$ cat src/rtl/pb_uart_rx_capture.sv
// pb_uart_rx_capture: UART receiver for 8N1/8E1/8O1 frames with a
// first-word-fall-through byte FIFO on a valid/ready output stream.
// Ports:
//   clk_i, rst_i           clock, synchronous active-high reset
//   clk_div_i              clock cycles per bit (values below 4 act as 4)
//   parity_en_i/_odd_i     parity enable and odd/even select
//   rx_i                   asynchronous serial line, idle high
//   data_o/valid_o/ready_i byte stream at FIFO head
//   busy_o                 receiver FSM is not idle
//   frame_err_o, parity_err_o, overflow_o  one-cycle error pulses
module pb_uart_rx_capture #(
    parameter int unsigned FifoDepth   = 8,
    parameter int unsigned ClkDivWidth = 16
) (
    input  logic                   clk_i,
    input  logic                   rst_i,
    input  logic [ClkDivWidth-1:0] clk_div_i,
    input  logic                   parity_en_i,
    input  logic                   parity_odd_i,
    input  logic                   rx_i,
    output logic [7:0]             data_o,
    output logic                   valid_o,
    input  logic                   ready_i,
    output logic                   busy_o,
    output logic                   frame_err_o,
    output logic                   parity_err_o,
    output logic                   overflow_o
);

    localparam int unsigned PtrW = $clog2(FifoDepth);
    localparam int unsigned CntW = PtrW + 1;
    localparam logic [ClkDivWidth-1:0] MinDiv = ClkDivWidth'(4);

    typedef enum logic [2:0] {
        ST_IDLE,
        ST_START,
        ST_DATA,
        ST_PARITY,
        ST_STOP,
        ST_BREAK
    } state_e;

    state_e                 state_q, state_d;
    logic [ClkDivWidth-1:0] cnt_q, cnt_d;
    logic [ClkDivWidth-1:0] div_q, div_d;
    logic [ClkDivWidth-1:0] div_in_c;
    logic                   par_en_q, par_en_d;
    logic                   par_odd_q, par_odd_d;
    logic [7:0]             shreg_q, shreg_d;
    logic [2:0]             bit_idx_q, bit_idx_d;
    logic                   perr_q, perr_d;
    logic                   busy_q;
    logic                   frame_err_q, frame_err_d;
    logic                   parity_err_q, parity_err_d;
    logic                   push_c;
    logic                   sample_c;
    logic                   rx_meta, rx_s;

    // Two-flop synchronizer; resets to the idle line level
    always_ff @(posedge clk_i) begin
        if (rst_i) begin
            rx_meta <= 1'b1;
            rx_s    <= 1'b1;
        end else begin
            rx_meta <= rx_i;
            rx_s    <= rx_meta;
        end
    end

    assign div_in_c = (clk_div_i < MinDiv) ? MinDiv : clk_div_i;
    assign sample_c = (cnt_q == '0);

    // Next-state, bit counter and frame assembly
    always_comb begin
        state_d      = state_q;
        cnt_d        = (cnt_q != '0) ? cnt_q - ClkDivWidth'(1) : cnt_q;
        div_d        = div_q;
        par_en_d     = par_en_q;
        par_odd_d    = par_odd_q;
        shreg_d      = shreg_q;
        bit_idx_d    = bit_idx_q;
        perr_d       = perr_q;
        frame_err_d  = 1'b0;
        parity_err_d = 1'b0;
        push_c       = 1'b0;

        case (state_q)
            ST_IDLE: begin
                if (!rx_s) begin
                    state_d   = ST_START;
                    div_d     = div_in_c;
                    par_en_d  = parity_en_i;
                    par_odd_d = parity_odd_i;
                    // Entry happens one cycle after t0, hence the -1
                    cnt_d     = (div_in_c >> 1) - ClkDivWidth'(1);
                    bit_idx_d = 3'd0;
                    perr_d    = 1'b0;
                end
            end
            ST_START: begin
                if (sample_c) begin
                    cnt_d     = div_q - ClkDivWidth'(1);
                    bit_idx_d = 3'd0;
                    state_d   = rx_s ? ST_IDLE : ST_DATA;
                end
            end
            ST_DATA: begin
                if (sample_c) begin
                    cnt_d   = div_q - ClkDivWidth'(1);
                    shreg_d = {rx_s, shreg_q[7:1]};
                    if (bit_idx_q == 3'd7) begin
                        state_d = par_en_q ? ST_PARITY : ST_STOP;
                    end else begin
                        bit_idx_d = bit_idx_q + 3'd1;
                    end
                end
            end
            ST_PARITY: begin
                if (sample_c) begin
                    cnt_d   = div_q - ClkDivWidth'(1);
                    state_d = ST_STOP;
                    if (((^shreg_q) ^ rx_s) != par_odd_q) begin
                        parity_err_d = 1'b1;
                        perr_d       = 1'b1;
                    end
                end
            end
            ST_STOP: begin
                if (sample_c) begin
                    if (rx_s) begin
                        push_c  = !perr_q;
                        state_d = ST_IDLE;
                    end else begin
                        // A parity error already flagged this frame
                        frame_err_d = !perr_q;
                        state_d     = ST_BREAK;
                    end
                end
            end
            ST_BREAK: begin
                if (rx_s) begin
                    state_d = ST_IDLE;
                end
            end
            default: state_d = ST_IDLE;
        endcase
    end

    // FSM state and registered status outputs
    always_ff @(posedge clk_i) begin
        if (rst_i) begin
            state_q      <= ST_IDLE;
            cnt_q        <= '0;
            div_q        <= MinDiv;
            par_en_q     <= 1'b0;
            par_odd_q    <= 1'b0;
            shreg_q      <= '0;
            bit_idx_q    <= '0;
            perr_q       <= 1'b0;
            busy_q       <= 1'b0;
            frame_err_q  <= 1'b0;
            parity_err_q <= 1'b0;
        end else begin
            state_q      <= state_d;
            cnt_q        <= cnt_d;
            div_q        <= div_d;
            par_en_q     <= par_en_d;
            par_odd_q    <= par_odd_d;
            shreg_q      <= shreg_d;
            bit_idx_q    <= bit_idx_d;
            perr_q       <= perr_d;
            busy_q       <= (state_d != ST_IDLE);
            frame_err_q  <= frame_err_d;
            parity_err_q <= parity_err_d;
        end
    end

    assign busy_o       = busy_q;
    assign frame_err_o  = frame_err_q;
    assign parity_err_o = parity_err_q;

    logic [7:0]      mem_q [FifoDepth];
    logic [PtrW-1:0] wr_ptr_q, rd_ptr_q;
    logic [CntW-1:0] count_q;
    logic            full_c, pop_c, wr_en_c;
    logic            overflow_q;

    assign full_c  = (count_q == CntW'(FifoDepth));
    assign pop_c   = valid_o && ready_i;
    // A pop in the same cycle frees the slot for a push into a full FIFO
    assign wr_en_c = push_c && (!full_c || pop_c);

    // Byte FIFO; pointers wrap naturally since depth is a power of two
    always_ff @(posedge clk_i) begin
        if (rst_i) begin
            for (int i = 0; i < int'(FifoDepth); i++) begin
                mem_q[i] <= '0;
            end
            wr_ptr_q   <= '0;
            rd_ptr_q   <= '0;
            count_q    <= '0;
            overflow_q <= 1'b0;
        end else begin
            if (wr_en_c) begin
                mem_q[wr_ptr_q] <= shreg_q;
                wr_ptr_q        <= wr_ptr_q + PtrW'(1);
            end
            if (pop_c) begin
                rd_ptr_q <= rd_ptr_q + PtrW'(1);
            end
            case ({wr_en_c, pop_c})
                2'b10:   count_q <= count_q + CntW'(1);
                2'b01:   count_q <= count_q - CntW'(1);
                default: count_q <= count_q;
            endcase
            overflow_q <= push_c && full_c && !pop_c;
        end
    end

    assign data_o     = mem_q[rd_ptr_q];
    assign valid_o    = (count_q != '0);
    assign overflow_o = overflow_q;

endmodule

$ cat config.mk
export PLATFORM = sky130hd
export DESIGN_NAME = pb_uart_rx_capture
export DESIGN_NICKNAME = d
export VERILOG_FILES = /design/src/rtl/pb_uart_rx_capture.sv
export SDC_FILE = /design/constraint.sdc
export NUM_CORES = 1
export LEC_CHECK = 0
export CORE_ASPECT_RATIO = 0.9
export CORE_MARGIN = 3
export CORE_UTILIZATION = 55
export DETAILED_ROUTE_END_ITERATION = 10
export PLACE_DENSITY = 0.77
export SETUP_SLACK_MARGIN = 0.1
export SYNTH_ARGS = -nofsm -noshare
export SYNTH_HDL_FRONTEND = slang
export SYNTH_SLANG_ARGS = --single-unit
$ cat constraint.sdc
create_clock -name clk_i -period 3.15 [get_ports clk_i]
set_input_delay 0.63 -clock clk_i [delete_from_list [all_inputs] [get_ports clk_i]]
set_output_delay 0.63 -clock clk_i [all_outputs]
set_load 0.05 [all_outputs]
; Yosys cells after proc, flatten, opt, wreduce, memory -nomap -nowiden
; Memories as Yosys holds them, arrays and structs flattened. A register that Yosys moved wholly into a read port is not among the register bits.
; Cells that the tools add are included.
[word_totals]
ff_bits = 65
mem_bits_rw = 64
wordCells = 113
mem_count = 1
[memory_table]
columns = memory, words, word_bits, rd, rd_clocked_by_memory_dff, write_ports, line
row1 = mem_q, 8, 8, 1, 1, 8, 182  ; logic [7:0] mem_q [FifoDepth];
[classes]
add_sub_neg = 8
n_lt_le_gt_ge = 1
n_eq_ne = 16
n_mux = 40
bitwise_logic = 5
n_reduce_logical = 25
[ops]
columns = operator, count
row1 = $mux 16, 4
row2 = $mux 3, 16
row3 = $pmux 16 s2, 1
row4 = $sub 16x1->16 const B, 2
row5 = $pmux 3 s6, 1
row6 = $logic_not 16->1, 1
row7 = $lt 16x3->1 const B, 1
row8 = $reduce_bool 16->1, 1
row9 = $sub 15x1->16 const B, 1
row10 = $mux 1, 13
row11 = $ne 2x2->1 const B, 6
row12 = $add 3x1->3 const B, 3
row13 = $eq 3x3->1 const B, 3
row14 = $pmux 3 s3, 1
row15 = $mux 8, 1
row16 = $pmux 4 s2, 1
row17 = $reduce_or 8->1, 1
row18 = $reduce_xor 8->1, 1
row19 = $eq 3x2->1 const B, 2
row20 = $reduce_bool 3->1, 2
row21 = $reduce_or 3->1, 2
row22 = $reduce_and 5->1, 1
row23 = $add 4x1->4 const B, 1
row24 = $eq 4x4->1 const B, 1
row25 = 18 further kinds, 28

; Logic depth before layout (Yosys ltp)
; Gate-level depths: netlist of the first run.
[depth]
ltp_word = 10
depth_mapped = 11

; Worst setup path before layout of the first run
; No wires, ideal clock.
[synth_timing]
kind = input port to flip-flop
startpoint = input port clk_div_i[9]
endpoint = register cnt_q[10]
arrival_ns = 3.023
t_required_ns = 3.020
path_slack_ns = -0.003
path_stages = 10
cell_sequence = nor4_1 and3_1 nand2_1 nand2_1 ha_1 or4b_2 nor4_1 xor2_1 a22oi_1 o22ai_1
[synth_between]
elab_chain_len = 5
[synth_rtl]
columns = element, line
row1 = from (decl), 17  ; input logic [ClkDivWidth-1:0] clk_div_i,
row2 = $lt 16x3->1, 70  ; assign div_in_c = (clk_div_i < MinDiv) ? MinDiv : clk_div_i;
row3 = $mux 16 *, 70
row4 = $sub 15x1->16 *, 95  ; cnt_d = (div_in_c >> 1) - ClkDivWidth'(1);
row5 = $mux 16 *, 89  ; if (!rx_s) begin
row6 = $pmux 16 s2 *, 87  ; case (state_q)
row7 = to (signal assigned), 165  ; cnt_q <= cnt_d;
row8 = to (decl), 44  ; logic [ClkDivWidth-1:0] cnt_q, cnt_d;
; Every way passes the cells marked *; elsewhere a longest branch is shown, timed or not.
; A chain may end at the register's enable or synchronous reset.

; Final worst setup path of the first run
[layout_timing]
startpoint = register cnt_q[0]
endpoint = register count_q[3]
[layout_between]
elab_chain_len = 6
word_cells_on_any_way = 8
classes_between = 2 x eq/ne / 3 x mux / 3 x reduce/logical
[layout_rtl]
columns = element, line
row1 = $logic_not 16->1 *, 71  ; assign sample_c = (cnt_q == '0);
row2 = $mux 1 *, 129  ; if (sample_c) begin
row3 = $mux 1 *, 87
row4 = $logic_and 1x1->1 *, 191  ; assign wr_en_c = push_c && (!full_c || pop_c);
row5 = $eq 2x1->1 or $eq 2x2->1 (tied branches), 211  ; case ({wr_en_c, pop_c})
row6 = $pmux 4 s2 or $reduce_bool 2->1 (tied branches), n/a
row7 = to (signal assigned), 212  ; 2'b10: count_q <= count_q + CntW'(1);
row8 = to (signal assigned), 213  ; 2'b01: count_q <= count_q - CntW'(1);
row9 = to (signal assigned), 214  ; default: count_q <= count_q;
row10 = to (decl), 184  ; logic [CntW-1:0] count_q;
; Marked as above.

==> results.json, run 1 <==
{
  "final.setup_skew_ns": 0.00994,
  "post-route-period-util_pct": 90.6,
  "fmax_mhz": 350,
  "vias_per_cell": 6.00,
  "fin_nets": 765,
  "cts_buffers": 17,
  "max_stage_delay_ns": 0.37,
  "status": "finished clean",
  "synth_xor_area_share_pct": 4.70,
  "critPathCaptureType": "flip-flop",
  "drtPass1Iterations": 5,
  "syn_avg_cell_area_um2": 10.3,
  "cts_hold_buf": 0,
  "hold_viol": 0,
  "dp_hpwl_um": 11500,
  "io_pins": 35,
  "drcViolationCount": 0,
  "drt_iter0_drc": 415,
  "yosys.area_share.adder_pct": 1.87,
  "ys_seq_elements": 132,
  "finalWirelength_um": 16700,
  "port_buffers": 34,
  "cp_slowest_cell": "dfxtp_1",
  "cts_num_sinks": 132,
  "p_leak_nw": 3.10,
  "ys_types": 75,
  "clk_latency_ns": 0.42,
  "cts_root_buf": "clkbuf_16",
  "gp_congestion": 0.935,
  "ff2ff_path_depth": 11,
  "crit_path_cell_trace": "inv_1 > ha_1 > nor2b_2 > nand4_1 > o31ai_4 > inv_1 > ha_1 > a21o_1 > a21oi_1 > mux2i_1 > mux2_1",
  "fin_cells": 906,
  "groute.usage.overall_pct": 23.9,
  "antennaDiodeCount": 0,
  "crit_fanout": 8,
  "synth_top_family_by_area": "simple AND/OR/NAND/NOR gates",
  "clk_pin_slew_ns": 0.06,
  "synth_cells": 686,
  "power.density_nw_per_um2": 699,
  "tritoncts": "yes",
  "cts_max_level": 4,
  "seq_area_frac_synth_pct": 46.3,
  "min_path_type": "reg2reg",
  "fp.dieW_um": 126,
  "grt_pass1_vias": 5319,
  "drv_cap": 0,
  "synth_area_leaders": "edfxtp_1, dfxtp_1, and2_1",
  "worst-path-buf-inv": 2,
  "wl_per_cell_um": 18.4,
  "r2r_setup_slack_ns": 0.30,
  "yosys_warnings": 0,
  "setup_violations": 0,
  "slew_violations": 0,
  "antenna_found_initial": 0,
  "slew_headroom_pct": 46.9,
  "crit_cells": 11,
  "ant_nets": 0,
  "synth-simple-area-share_pct": 24.4,
  "syn_nets": 718,
  "worst_ep_arrival_time_ns": 3.16,
  "crit_family": "compound AO/OA/AOI/OAI gates",
  "required_ns": 3.45,
  "drive_gt1_share_pct": 20.5,
  "worst_pin_slew_ns": 0.797,
  "worst_r2r_startpoint": "cnt_q[0]",
  "dieArea_um2": 14300,
  "synthArstFlopShare_pct": 0,
  "synth_top_area_cell": "edfxtp_1",
  "synth_ff_type": "dfxtp_1",
  "grt_max_degree": 40,
  "core_area_um2": 12300,
  "holdCritStartpoint": "rx_meta",
  "synthesis.area_um2": 7090,
  "grt_pass1_wl_um": 27000,
  "grt_overflow": 0,
  "die_h_um": 114,
  "synth_mux_area_share_pct": 9.83,
  "final_area_um2": 8350,
  "start_util_pct": 57.6,
  "placedCellCount": 872,
  "critPathLaunchType": "flip-flop",
  "ir_drop_mv": 0.396,
  "crit_path_end": "count_q[3]",
  "rsz0062_at_grt": "false",
  "synth_edf_count": 64,
  "place_area_um2": 7700,
  "clk_path_buf_depth": 2,
  "path_class": "reg2reg",
  "num_vias": 5438,
  "startpoint": "cnt_q[0]",
  "r2r-end": "count_q[3]",
  "synth_compound_area_share_pct": 9.55,
  "period_needed_ns": 2.85,
  "synth_top_area_share_pct": 27.1,
  "syn2layout_area_growth_pct": 17.8,
  "fp-row-count": 38
}
[cell usage after synthesis (3+ instances only)]
library cell and count:
a2111oi_0 3, a211oi_1 6, a21oi_1 30, a22oi_1 5, a311o_1 3, a31oi_1 6
and2_1 66, buf_1 3, buf_2 5, clkbuf_1 33, dfxtp_1 68, edfxtp_1 64
ha_1 9, inv_1 12, mux2_1 3, mux2_2 14, mux2i_1 13, mux4_2 16
nand2_1 61, nand2b_1 6, nand3_1 12, nand4_1 7, nor2_1 46, nor2b_1 7
nor3_1 22, nor3_2 3, nor3_4 6, nor4_1 15, nor4b_1 3, o211ai_1 5
o21ai_0 14, o22ai_1 4, o31a_1 4, or2_2 11, or3_1 8, or3_2 4
or4_1 5, xnor2_1 23, xor2_1 15
[layer usage]
layer / part of all wire, % / wire (um) / track usage (%)
met1: 42 / 7040 / 29.4
met3: 5.0 / 828 / 5.81
met2: 51 / 8500 / 41.7
met4: 1.9 / 312 / 7.80
met5: 0 / 0 / 0
[power breakdown]
group          switching [W]  internal, W
registers           0.000162      0.00195
logic                0.00104     0.000771
clock network       0.000757      0.00115
[cell usage in the layout, fill, tap and decap left out, types with 16 or more instances in the layout]
| cell type | instances |
|---|---|
| mux4_2 | 16 |
| clkbuf_16 | 18 |
| nand2_1 | 61 |
| a21oi_1 | 30 |
| clkdlybuf4s50_1 | 25 |
| nor2_1 | 46 |
| buf_4 | 46 |
| xnor2_1 | 23 |
| dfxtp_1 | 68 |
| edfxtp_1 | 64 |
| and2_1 | 66 |
| nor3_1 | 22 |
[flip-flops by register name (all words and copies together), names as in the netlist, named ones only]
| register | cells |
|---|---|
| cnt_q | 16 |
| busy_o | 1 |
| shreg_q | 8 |
| bit_idx_q | 3 |
| wr_ptr_q | 3 |
| parity_err_o | 1 |
| mem_q | 64 |
| state_q | 3 |
| count_q | 4 |
| rx_s | 1 |
| par_odd_q | 1 |
| div_q | 16 |
| rd_ptr_q | 3 |
| frame_err_o | 1 |
| perr_q | 1 |
| overflow_o | 1 |
| rx_meta | 1 |
| par_en_q | 1 |
[kinds of logic after synthesis]
family	after synthesis
muxes	47
AOI/OAI and AO/OA	101
xor gates and xnor gates	38
DFF	132
buffers and inverters	57
adders and majority gates	10
and+or+nand+nor	301
[area by class of cell]
cell class | count | area [um2]
inverter | 13 | 48.8
clock buffer | 21 | 472
clock inverter | 11 | 100
timing repair buffer | 72 | 601
sequential | 132 | 3280
fill | 925 | 3970
tap | 160 | 200
multi-input combinational | 497 | 3640
[through the flow]
stage	total power [W]	utilization, %	setup slack [ns]	TNS [ns]	hold slack [ns]
after floorplan	0.00342	-	0.153	0	0.389
after global placement	0.00383	62.5	-0.329	-0.954	0.396
after detailed placement	0.00388	62.5	-0.412	-1.28	0.413
after CTS	0.00579	67.3	0.0676	0	0.427
after global routing	0.00611	67.8	0.0943	0	0.440
final	0.00583	67.8	0.296	0	0.421
[worst min-delay path by stage]
stage / end / slack (ns) / cells past startpoint
2_1_floorplan: rx_s / 0.39 / 1
6_report: rx_s / 0.42 / 1
5_1_grt: rx_s / 0.44 / 1
3_3_place_gp: rx_s / 0.40 / 1
3_5_place_dp: rx_s / 0.41 / 1
4_1_cts: rx_s / 0.43 / 1
[what timing repair did]
| action | 4_1_cts | 5_1_grt |
|---|---|---|
| buffers inserted | 0 | 2 |
| gates resized for setup | 2 | 8 |
| pin swaps | 0 | 2 |
| setup endpoints to repair | 17 | 69 |
(Power assumes the default switching activity.)
==> run 2, diff against run 1 <==
==> constraint.sdc (replaced) <==
create_clock -name clk_i -period 3.15 [get_ports clk_i]
set_input_delay 0.63 -clock clk_i [delete_from_list [all_inputs] [get_ports clk_i]]
set_output_delay 0.63 -clock clk_i [all_outputs]
set_load 0.005 [all_outputs]
==> run 2 against run 1 <==
Effect of this change:
- power decreased by 2.7%
- cell area is 0.28% higher
- final cell count increased by 0.11%
- non-clock buffer count rose by 1
- first-iteration DRC count increased by 38%
- clock power about the same
==> results.json, run 2 (synthesis gave the netlist of run 1 again) <==
{
  "start_util_pct": 57.6,
  "rsz0062_at_grt": "false",
  "cts_hold_buf": 0,
  "r2r_setup_slack_ns": 0.26,
  "dp_hpwl_um": 11400,
  "wl_per_cell_um": 18.1,
  "fill_cells": 929,
  "worst_pin_slew_ns": 0.780,
  "placedCellCount": 873,
  "worst_ep_arrival_time_ns": 2.30,
  "fin_ws_ns": 0.221,
  "setup_violations": 0,
  "p_sw_w": 0.00184,
  "clk_latency_ns": 0.42,
  "gp_congestion": 0.908,
  "largest_register_ffs": 64,
  "final.setup_skew_ns": 0.00907,
  "fin_nets": 766,
  "multi_input_area_um2": 3640,
  "fp.dieW_um": 126,
  "finalWirelength_um": 16400,
  "post-route-period-util_pct": 93.0,
  "holdWs_ns": 0.408,
  "critPathLaunchType": "flip-flop",
  "antenna_found_initial": 0,
  "min_path_type": "reg2reg",
  "grt_pass1_wl_um": 26900,
  "grt_overflow": 0,
  "io_pins": 35,
  "pwr-share-comb_pct": 29.4,
  "seqPwrFrac_pct": 36.9,
  "crit_fanout": 16,
  "period_needed_ns": 2.93,
  "grt_max_degree": 39,
  "clk_pin_slew_ns": 0.06,
  "slew_violations": 0,
  "num_vias": 5457,
  "tritoncts": "yes",
  "p_sw_share_pct": 32.4,
  "power_frac_clock_pct": 33.6,
  "status": "finished clean",
  "post-place-ws_ns": -0.485,
  "cts_root_buf": "clkbuf_16",
  "post-route-util_pct": 68.0,
  "drt_iter0_drc": 572,
  "path_class": "reg2out",
  "cts_max_level": 4,
  "drive_gt1_share_pct": 19.4,
  "final_common_cell": "dfxtp_1",
  "ir_drop_mv": 0.419,
  "reg_top3": "mem_q: 64 flops, cnt_q: 16 flops, div_q: 16 flops",
  "vias_per_cell": 6.02,
  "seq_area_um2": 3280,
  "hold_viol": 0,
  "p_int_w": 0.00384,
  "ant_nets": 0,
  "groute.usage.overall_pct": 23.8,
  "core_area_um2": 12300,
  "port_buffers": 34,
  "fin_cells": 907,
  "fmax_mhz": 341,
  "critPathCaptureType": "output pin",
  "drv_cap": 0,
  "die_h_um": 114,
  "drtPass1Iterations": 5,
  "power.density_nw_per_um2": 678,
  "finalPower_w": 0.00568,
  "slew_headroom_pct": 48.0,
  "p_leak_nw": 3.08,
  "antennaDiodeCount": 0,
  "cts_buffers": 17,
  "dieArea_um2": 14300,
  "largest_register": "mem_q",
  "drcViolationCount": 0,
  "syn2layout_area_growth_pct": 18.1,
  "layout_common_cells": "dfxtp_1, and2_1, edfxtp_1, nand2_1, nor2_1",
  "clk_path_buf_depth": 2,
  "grt_pass1_vias": 5523,
  "fp-row-count": 38,
  "required_ns": 2.52,
  "cts_num_sinks": 132
}
run 2: changes by cell type in the layout (fill, tap and decap cells not counted), moves of 2 or more:
cell and change:
buf_4 -8, clkdlybuf4s50_1 +8, clkinv_2 -4, inv_6 +4
clkbuf_1 -2, clkinv_1 +2, inv_8 +2, nor3_2 +2
nor3_4 -2
run 2: final cells by class:
class | count | share of cell area [%]
multi-input combinational | 497 | 43.5
sequential | 132 | 39.2
timing repair buffer | 73 | 7.55
clock buffer | 17 | 5.08
tap | 160 | 2.39
clock inverter | 15 | 1.73
inverter | 13 | 0.583
run 2: final timing paths:
| kind | from | to | cells after the start |
|---|---|---|---|
| max | flip-flop | data_o[4] | 4 |
| min | rx_meta | rx_s | 1 |
| max reg2reg | cnt_q[6] | mem_q[7][6] | 5 |
| min reg2reg | rx_meta | rx_s | 1 |
run 2: power groups by stage:
stage	logic, W	clock network, W	registers (W)
5_1_grt	0.00182	0.00201	0.00212
2_1_floorplan	0.00118	0	0.00209
3_3_place_gp	0.00157	0	0.00212
3_5_place_dp	0.00161	0	0.00213
6_report	0.00167	0.00191	0.00210
4_1_cts	0.00163	0.00193	0.00209
run 2: critical path: stages (launching register included):
cell             delay [ns]
dfxtp_1                0.33
buf_6                  0.25
mux4_2                 0.55
mux2_2                 0.28
clkdlybuf4s50_1        0.46
run 2: timing repair:
item	in CTS	in global routing
gates resized for setup	2	7
pin swaps	0	1
endpoints found under the setup margin	29	12
setup buffers	0	2
run 2: layer usage:
metal  vias to the layer above  wire [um]  global-route usage, %
met3                        26        805                   5.38
met4                         0        275                   7.01
met5                         -          0                      0
met2                       173       8550                   42.4
li1                       2588          -                      -
met1                      2670       6800                   29.0
run 2: per-stage QoR:
| step | cell area [um2] | TNS, ns |
|---|---|---|
| 3_5_place_dp | 7730 | -1.81 |
| 2_1_floorplan | 7090 | 0 |
| 5_1_grt | 8370 | 0 |
| 3_3_place_gp | 7730 | -0.818 |
| 4_1_cts | 8310 | 0 |
| 6_report | 8370 | 0 |
==> run 3, diff against run 2 <==
--- a/config.mk
+++ b/config.mk
@@ -11,6 +11,8 @@
 export DETAILED_ROUTE_END_ITERATION = 10
 export PLACE_DENSITY = 0.77
 export SETUP_SLACK_MARGIN = 0.1
+export SKIP_LAST_GASP = 1
 export SYNTH_ARGS = -nofsm -noshare
 export SYNTH_HDL_FRONTEND = slang
 export SYNTH_SLANG_ARGS = --single-unit
+export TNS_END_PERCENT = 5
==> run 3 against run 2 <==
Effect of this change:
- maximum frequency decreased by 5.3%
- critical path depth increased by 7
- critical path type is now in2reg
- setup slack got worse by 0.16 ns
- non-clock buffer count decreased by 2
- final cell count decreased by 0.22%
- clock power about the same
- register-to-register slack got worse by 0.07 ns
==> results.json, run 3 (synthesis gave the netlist of run 1 again) <==
{
  "tritoncts": "yes",
  "ant_nets": 0,
  "cts_hold_buf": 0,
  "pwr-share-comb_pct": 28.9,
  "min_path_type": "reg2reg",
  "worst_r2r_startpoint": "cnt_q[0]",
  "num_vias": 5486,
  "finalWirelength_um": 16400,
  "start_util_pct": 57.6,
  "hold_viol": 0,
  "fin_cells": 905,
  "cts_root_buf": "clkbuf_16",
  "cts_buffers": 17,
  "crit_cells": 11,
  "p_sw_share_pct": 32.3,
  "crit_path_cell_trace": "clkdlybuf4s50_1 > nor4_2 > and3_1 > nand2_1 > nand2_1 > ha_1 > or4b_2 > nor4_2 > xor2_1 > a22oi_1 > o22ai_1",
  "startpoint": "clk_div_i[15]",
  "power.density_nw_per_um2": 676,
  "antenna_found_initial": 0,
  "final.setup_skew_ns": 0.00931,
  "setup_violations": 0,
  "cts_resized": 1,
  "drv_cap": 0,
  "path_class": "in2reg",
  "core_area_um2": 12300,
  "critPathLaunchType": "input pin",
  "antennaDiodeCount": 0,
  "finalPower_w": 0.00563,
  "wl_per_cell_um": 18.1,
  "worst-path-buf-inv": 1,
  "tns_ns": 0,
  "placedCellCount": 873,
  "grt_overflow": 0,
  "grt_pass1_vias": 5522,
  "syn2layout_area_growth_pct": 17.5,
  "power_frac_clock_pct": 33.8,
  "fp-row-count": 38,
  "layout_common_cells": "dfxtp_1, and2_1, edfxtp_1, nand2_1, nor2_1",
  "reg_top3": "mem_q: 64 flops, cnt_q: 16 flops, div_q: 16 flops",
  "seqPwrFrac_pct": 37.2,
  "p_leak_nw": 3.08,
  "p_int_w": 0.00381,
  "fin_nets": 764,
  "status": "finished clean",
  "vias_per_cell": 6.06,
  "io_pins": 35,
  "drcViolationCount": 0,
  "drive_gt1_share_pct": 19.1,
  "drt_iter0_drc": 544,
  "final_common_cell": "dfxtp_1",
  "crit_family": "simple AND/OR/NAND/NOR gates",
  "largest_register_ffs": 64,
  "ff2ff_path_depth": 11,
  "cts_max_level": 4,
  "groute.usage.overall_pct": 23.8,
  "fmax_mhz": 323,
  "worst_ep_arrival_time_ns": 3.44,
  "drtPass1Iterations": 5,
  "slew_headroom_pct": 48.8,
  "port_buffers": 34,
  "period_needed_ns": 3.09,
  "cp_slowest_cell": "or4b_2",
  "ir_drop_mv": 0.425,
  "worst_pin_slew_ns": 0.768,
  "crit_fanout": 4,
  "p_sw_w": 0.00182,
  "r2r_setup_slack_ns": 0.19,
  "largest_register": "mem_q",
  "required_ns": 3.49,
  "slew_violations": 0,
  "clk_pin_slew_ns": 0.06,
  "clk_path_buf_depth": 2,
  "dieArea_um2": 14300,
  "holdWs_ns": 0.408,
  "post-route-period-util_pct": 98.2,
  "rsz0062_at_grt": "true",
  "crit_path_end": "cnt_q[10]",
  "fp.dieW_um": 126,
  "post_cts_buffers": 0,
  "gp_congestion": 0.908,
  "cts_num_sinks": 132,
  "grt_pass1_wl_um": 26900,
  "dp_hpwl_um": 11400,
  "fill_cells": 931,
  "r2r-end": "count_q[3]",
  "clk_latency_ns": 0.42,
  "critPathCaptureType": "flip-flop",
  "final_area_um2": 8330,
  "max_stage_delay_ns": 0.67,
  "place_area_um2": 7730,
  "die_h_um": 114,
  "grt_max_degree": 39
}
## run 3: cell types whose count changed in the layout (fill, tap and decap cells not counted), moves of 2 or more
cell    before  now
nor3_2       3    1
nor3_4       6    8
nor4_2       2    4
nor4_4       3    1
## run 3: final cells by class
| class | count | area (um2) | share of cell area, % |
|---|---|---|---|
| tap | 160 | 200 | 2.40 |
| sequential | 132 | 3280 | 39.4 |
| multi-input combinational | 497 | 3620 | 43.4 |
| clock inverter | 15 | 145 | 1.74 |
| inverter | 13 | 48.8 | 0.586 |
| clock buffer | 17 | 425 | 5.11 |
| timing repair buffer | 71 | 613 | 7.36 |
## run 3: per-stage QoR
step                      worst slack, ns  util [%]
after floorplan                     0.153         -
after global placement             -0.302      62.8
after detailed placement           -0.485      62.8
after CTS                          0.0296      67.4
after global routing               -0.101      67.7
final                              0.0569      67.7
## run 3: worst register-to-register path: cells and delay by family (launching register included)
kind	cells	cell delay, ns
fa+ha+maj	2	0.51
flops	1	0.38
compound gates	3	0.81
mux	2	0.56
buf+inv	2	0.23
simple gates	2	0.37
## run 3: worst min path at each step
| stage | from | to | slack (ns) | depth (start not counted) |
|---|---|---|---|---|
| final | rx_meta | rx_s | 0.41 | 1 |
| after global routing | rx_meta | rx_s | 0.44 | 1 |
| after CTS | rx_meta | rx_s | 0.41 | 1 |
| after detailed placement | rx_meta | rx_s | 0.40 | 1 |
| after global placement | rx_meta | rx_s | 0.40 | 1 |
| after floorplan | rx_meta | rx_s | 0.39 | 1 |
## run 3: per-layer routing
| layer | wire (um) | share of wire [%] | GRT usage [%] | up-vias |
|---|---|---|---|---|
| met5 | 0 | 0 | 0 | - |
| met4 | 325 | 2.0 | 7.01 | 0 |
| met3 | 821 | 5.0 | 5.38 | 38 |
| met2 | 8430 | 52 | 42.4 | 177 |
| met1 | 6780 | 41 | 29.0 | 2675 |
| li1 | - | - | - | 2596 |
## run 3: power by group through the flow
stage / Sequential [W] / Clock (W) / Combinational, W
6_report: 0.00210 / 0.00191 / 0.00163
4_1_cts: 0.00209 / 0.00193 / 0.00162
3_5_place_dp: 0.00213 / 0 / 0.00161
3_3_place_gp: 0.00212 / 0 / 0.00157
5_1_grt: 0.00212 / 0.00201 / 0.00178
2_1_floorplan: 0.00209 / 0 / 0.00118
